[config.mk]
export PLATFORM = sky130hd
export DESIGN_NAME = sarlock_pipe
export DESIGN_NICKNAME = d
export VERILOG_FILES = /design/src/rtl/sarlock_pipe.sv
export SDC_FILE = /design/constraint.sdc
export NUM_CORES = 1
export LEC_CHECK = 0
export CAP_MARGIN = 20
export CORE_MARGIN = 2
export CORE_UTILIZATION = 53
export CTS_BUF_LIST = sky130_fd_sc_hd__clkbuf_16
export DETAILED_ROUTE_END_ITERATION = 8
export GPL_TIMING_DRIVEN = 0
export HOLD_SLACK_MARGIN = 0.1
export PLACE_DENSITY = 0.78
export SYNTH_ARGS = -nofsm -noshare
export SYNTH_HDL_FRONTEND = slang
export SYNTH_SLANG_ARGS = --single-unit
[constraint.sdc]
create_clock -name clk -period 1.75 [get_ports clk]
set_input_delay 0.35 -clock clk [delete_from_list [all_inputs] [get_ports clk]]
set_output_delay 0.35 -clock clk [all_outputs]
set_load 0.05 [all_outputs]
[src/rtl/sarlock_pipe.sv]
`default_nettype none
// ============================================================================
//  Module   : sarlock_pipe
//  Purpose  : Two-stage pipelined W-bit adder locked by a serially loaded key.
//             With the correct key (SECRET) every sum is exact. With any other
//             key, the single input pattern equal to that key has output bit
//             FLIP_BIT inverted.
//  Ports    : clk, rst           - clock, asynchronous active-high reset
//             key_load_start     - pulse: restart key load, flush pipeline
//             key_shift_en       - shift key_bit into key register (LOAD only)
//             key_bit            - serial key data, MSB first
//             key_ok             - full key loaded (FSM in READY)
//             in_valid/in_ready  - input handshake, inputs = {b, a}
//             out_valid/out_ready- output handshake, out_data = locked sum
//  Revision : 1.0 - initial release
// ============================================================================
module sarlock_pipe #(
    parameter int               W        = 4,
    parameter logic [2*W-1:0]   SECRET   = 8'h6D,
    parameter int               FLIP_BIT = 0
) (
    input  logic                clk,
    input  logic                rst,
    input  logic                key_load_start,
    input  logic                key_shift_en,
    input  logic                key_bit,
    output logic                key_ok,
    input  logic                in_valid,
    output logic                in_ready,
    input  logic [2*W-1:0]      inputs,
    output logic                out_valid,
    input  logic                out_ready,
    output logic [W:0]          out_data
);

    localparam int               c_kw       = 2 * W;
    localparam int               c_cw       = $clog2(c_kw + 1);
    localparam logic [c_cw-1:0]  c_cnt_full = c_cw'(c_kw);

    typedef enum logic [1:0] {
        IDLE  = 2'd0,
        LOAD  = 2'd1,
        READY = 2'd2
    } state_t;

    state_t            state_q,    state_d;
    logic [c_kw-1:0]   key_q,      key_d;
    logic [c_cw-1:0]   cnt_q,      cnt_d;

    logic              s1_valid_q, s1_valid_d;
    logic [W-1:0]      s1_a_q,     s1_a_d;
    logic [W-1:0]      s1_b_q,     s1_b_d;
    logic              s1_hit_q,   s1_hit_d;
    logic              s2_valid_q, s2_valid_d;
    logic [W:0]        s2_data_q,  s2_data_d;

    logic              s2_adv;
    logic              s1_free;
    logic              in_fire;
    logic [W:0]        sum;
    logic [W:0]        flip_mask;

    // ------------------------------------------------------------------
    // Key-load control
    // ------------------------------------------------------------------
    always_comb begin
        state_d = state_q;
        key_d   = key_q;
        cnt_d   = cnt_q;
        if (key_load_start) begin
            // A start always wins, even over a coincident shift.
            state_d = LOAD;
            key_d   = '0;
            cnt_d   = '0;
        end else begin
            case (state_q)
                LOAD: begin
                    if (cnt_q == c_cnt_full) begin
                        state_d = READY;
                    end else if (key_shift_en) begin
                        key_d = {key_q[c_kw-2:0], key_bit};
                        cnt_d = cnt_q + c_cw'(1);
                    end
                end
                default: ;
            endcase
        end
    end

    assign key_ok = (state_q == READY);

    // ------------------------------------------------------------------
    // Pipeline handshake
    // ------------------------------------------------------------------
    // Stage 2 can take new data when empty or when its item leaves now;
    // stage 1 likewise when empty or when it moves into stage 2.
    assign s2_adv   = !s2_valid_q || out_ready;
    assign s1_free  = !s1_valid_q || s2_adv;
    assign in_ready = (state_q == READY) && s1_free;
    assign in_fire  = in_valid && in_ready;

    always_comb begin
        sum                 = {1'b0, s1_a_q} + {1'b0, s1_b_q};
        flip_mask           = '0;
        flip_mask[FLIP_BIT] = s1_hit_q;
    end

    always_comb begin
        s1_valid_d = s1_valid_q;
        s1_a_d     = s1_a_q;
        s1_b_d     = s1_b_q;
        s1_hit_d   = s1_hit_q;
        s2_valid_d = s2_valid_q;
        s2_data_d  = s2_data_q;
        if (key_load_start) begin
            // Flush: anything in flight, including a same-cycle transfer,
            // is dropped.
            s1_valid_d = 1'b0;
            s2_valid_d = 1'b0;
        end else begin
            if (s2_adv) begin
                s2_valid_d = s1_valid_q;
                if (s1_valid_q) begin
                    s2_data_d = sum ^ flip_mask;
                end
            end
            if (s1_free) begin
                s1_valid_d = in_fire;
                if (in_fire) begin
                    s1_a_d   = inputs[W-1:0];
                    s1_b_d   = inputs[2*W-1:W];
                    // The SECRET term keeps the correct key from ever
                    // corrupting an output.
                    s1_hit_d = (inputs == key_q) && (inputs != SECRET);
                end
            end
        end
    end

    assign out_valid = s2_valid_q;
    assign out_data  = s2_data_q;

    // ------------------------------------------------------------------
    // State registers
    // ------------------------------------------------------------------
    always_ff @(posedge clk or posedge rst) begin
        if (rst) begin
            state_q    <= IDLE;
            key_q      <= '0;
            cnt_q      <= '0;
            s1_valid_q <= 1'b0;
            s1_a_q     <= '0;
            s1_b_q     <= '0;
            s1_hit_q   <= 1'b0;
            s2_valid_q <= 1'b0;
            s2_data_q  <= '0;
        end else begin
            state_q    <= state_d;
            key_q      <= key_d;
            cnt_q      <= cnt_d;
            s1_valid_q <= s1_valid_d;
            s1_a_q     <= s1_a_d;
            s1_b_q     <= s1_b_d;
            s1_hit_q   <= s1_hit_d;
            s2_valid_q <= s2_valid_d;
            s2_data_q  <= s2_data_d;
        end
    end

endmodule
`default_nettype wire
==> summary.md <==
| Metric | Value |
|---|---|
| IO Port Bufs | 22 |
| Critical path type | register to primary output |
| Die area | 0.00339 mm^2 |
| Syn avg cell area | 11.8 um^2 |
| TritonRoute pass-1 iters | 4 |
| Share of cells above drive strength 1 | 17.7% |
| First-pass GRT wire length | 5030 um |
| ANT nets after route | 0 |
| RR Endpoint | key_q[4] |
| Clk pwr share | 48.8% |
| Max Cap Viol | 0 |
| CP Data Arrival Time | 1.32 ns |
| Setup crit start kind | register |
| Seq pwr share | 43.8% |
| Vias per cell | 5.35 |
| RSZ-0062 raised after global routing | true |
| Worst-Margin Slew | 0.531 ns |
| Most common cell after layout, fill and taps aside | dfrtp_1 |
| Combinational share of power | 7.4% |
| Post-synth top area share | 48.2% |
| Final hold slack | 0.414 ns |
| Setup ws final | 0.0817 ns |
| Pin count of the biggest net entering global routing | 20 |
| CTS tree | built |
| Routed WL per cell | 14.7 um |
| Max Freq | 599 MHz |
| Final core occ | 71.7% |
| 1st-iter DRT viols | 24 |
| Synth Instances | approximately 130 |
| H-tree depth | 2 |
| Final wirelength | 2860 um |
| Status | complete, no violations |
| Hold_buf cts | 0 |
| Highest metal used | met4 |
| DR vias | 1,043 |
| GRT Overall Usage | 20.8% |
| Min-delay worst type | input port to asynchronous set/reset pin |
| Worst skew pair latency | between 0.2 and 0.3 ns |
| Minimum clock period | 1.67 ns |
| Crit end category | primary output |
| Hold Fails Final Rpt | 0 |
| Chip Height | 58.2 um |
| Clock sinks | 30 |
| Place WS | -0.450 ns |
| Root buf cell | clkbuf_16 |
| Int Pwr | 1.28 mW |
| Worst reg-to-reg setup slack | 0.10 ns |
| R2r startpoint | cnt_q[0] |
| Met1 Wirelength | 1160 um |
| Skew final | 0.00672 ns |
| Synthesized cell area | 0.00156 mm^2 |
| Pwr per Cell Area | 813 mW/mm^2 |
| # diodes | 0 |
| Final Max Tran Viols | 0 |
| Nets | about 190 |
| Clock slew at reported path FFs | roughly 0.05 ns |
| VDD IR max | 0.803 mV |
| Initial core utilization | a little under three fifths |
| Number of post-CTS setup repair buffers | 0 |
| Final setup violation count | 0 |
| Most area-hungry cell type in the Yosys netlist | dfrtp_1 |
| Net Sw Power | approximately 0.35 mW |
| Vias in the first global route | approximately 1,100 |
| Area of the core | 0.00278 mm^2 |
| Dpl hpwl | 2160 um |
| Number of distinct library cells after synthesis | 33 |
| Switching share of power | 21.3% |
| Number of buffers created by CTS | 5 |
| YS warnings | 0 |
| GR Overflow Total | 0 |
| Max FO, Critical Path | 4 |
| Period Utilization, post-route | 95.3% |
| Area Growth Syn to Fin | 28.2% |
| Cell leakage power | 1.02 nW |
| Synth Register Bits | 30 |
| Met2 wire length | ~1500 um |
| Post-Syn Nets | 154 |
| Clock buffer depth | 2 |
| Part of the Yosys area used for sequential elements | 48.2% |
| Commonest non-fill, non-tap cells in the layout | 29 x dfrtp_1, 16 x nor2_1, 14 x clkdlybuf4s50_1 |
| Width of the chip | 58.2 um |
| Setup crit start | state_q[0] |
| Initial antenna violation count | 0 |
| Worst r2r path cells | 7 |
| Slew HR | 64.6% |
| # DRC | 0 |
| Synth area leaders | dfrtp_1 48%, mux2_4 6.8%, mux2i_1 5.8% |
| Met3 routed WL | 103 um |
| Rows | 19 |
| # IOs | 23 |
| Critical path data required time | 1.40 ns |
| Cell area after layout | 0.00200 mm^2 |
| RD Place Congestion | 0.816 |
| DP Area | 0.00185 mm^2 |
## critical path, cell delays in order (launching register included)
cell             delay, ns
dfrtp_1               0.39
and2b_4               0.28
clkdlybuf4s15_2       0.37
## power by group through the flow
| stage | sequential [mW] | clock [mW] | combinational (mW) |
|---|---|---|---|
| after floorplan | 0.720 | 0 | 0.0552 |
| after global placement | 0.722 | 0 | 0.105 |
| after detailed placement | 0.722 | 0 | 0.118 |
| after CTS | 0.711 | 0.806 | 0.118 |
| after global routing | 0.713 | 0.838 | 0.133 |
| final | 0.712 | 0.792 | 0.119 |
## sequential cells by signal, summed over array words and instances (netlist names)
| name | cells |
|---|---|
| s1_hit_q | 1 |
| s1_a_q | 4 |
| cnt_q | 4 |
| s1_valid_q | 1 |
| key_q | 8 |
| s1_b_q | 4 |
| out_data | 5 |
| state_q | 2 |
| out_valid | 1 |
## per-layer routing
metal  vias up  track usage [%]
li1        509                -
met1       512             23.6
met2        15             34.3
met3         7             7.81
met4         0             10.3
met5         -                0
## stage by stage
stage / power [mW] / setup TNS, ns / std cells
after detailed placement: 0.840 / -1.57 / 186
after CTS: 1.64 / 0 / 194
after global placement: 0.827 / -1.14 / 185
after global routing: 1.68 / -0.0136 / 195
after floorplan: 0.776 / 0 / 132
final: 1.62 / 0 / 195
## repair_timing
item	4_1_cts	5_1_grt
resized for setup	14	7
cloned	0	1
setup endpoints to repair	8	10
pin swaps	0	1
## Yosys cell counts
cell type   n
a21boi_0    1
a21o_1      2
a21oi_1     7
and2b_4     1
and3b_1     1
buf_4       1
buf_6       1
clkbuf_1    1
dfrtp_1    30
fa_1        1
ha_1        6
inv_1       9
mux2_1      2
mux2_2      1
mux2_4      7
mux2i_1     9
nand2_1     4
nand2b_1    2
nand3_1     2
nand4_1     1
nor2_1     16
nor2_2      1
nor2b_1     2
nor3_2      1
nor4_1      2
nor4_2      1
nor4b_2     1
nor4bb_1    1
o2111ai_4   1
o21ai_1     2
o31ai_1     1
xnor2_1     6
xor2_1      8
## cell families after synthesis
logic type,Yosys count,synth area share (%)
AOI/OAI and AO/OA,14,6.51
DFF,30,48.2
muxes,19,14.7
adders and majority gates,7,6.11
xor gates and xnor gates,14,7.88
and+or+nand+nor,36,12.9
buffers and inverters,12,3.62
## layout make-up
class / instances / area (um^2)
fill: 197 / 786
multi-input combinational: 90 / 761
sequential: 30 / 752
timing repair buffer: 24 / 246
clock buffer: 5 / 125
tap: 31 / 38.8
inverter: 9 / 33.8
buffer: 3 / 26.3
clock inverter: 3 / 12.5
## worst max path at each step
stage / to / slack, ns / cells past startpoint
global placement: in_ready / -0.42 / 4
global route: key_q[1] / -0.009 / 7
finish: key_ok / 0.08 / 2
floorplan: in_ready / 0.11 / 2
detailed placement: in_ready / -0.45 / 4
CTS: key_q[3] / 0.02 / 7
(Power assumes the default switching activity.)
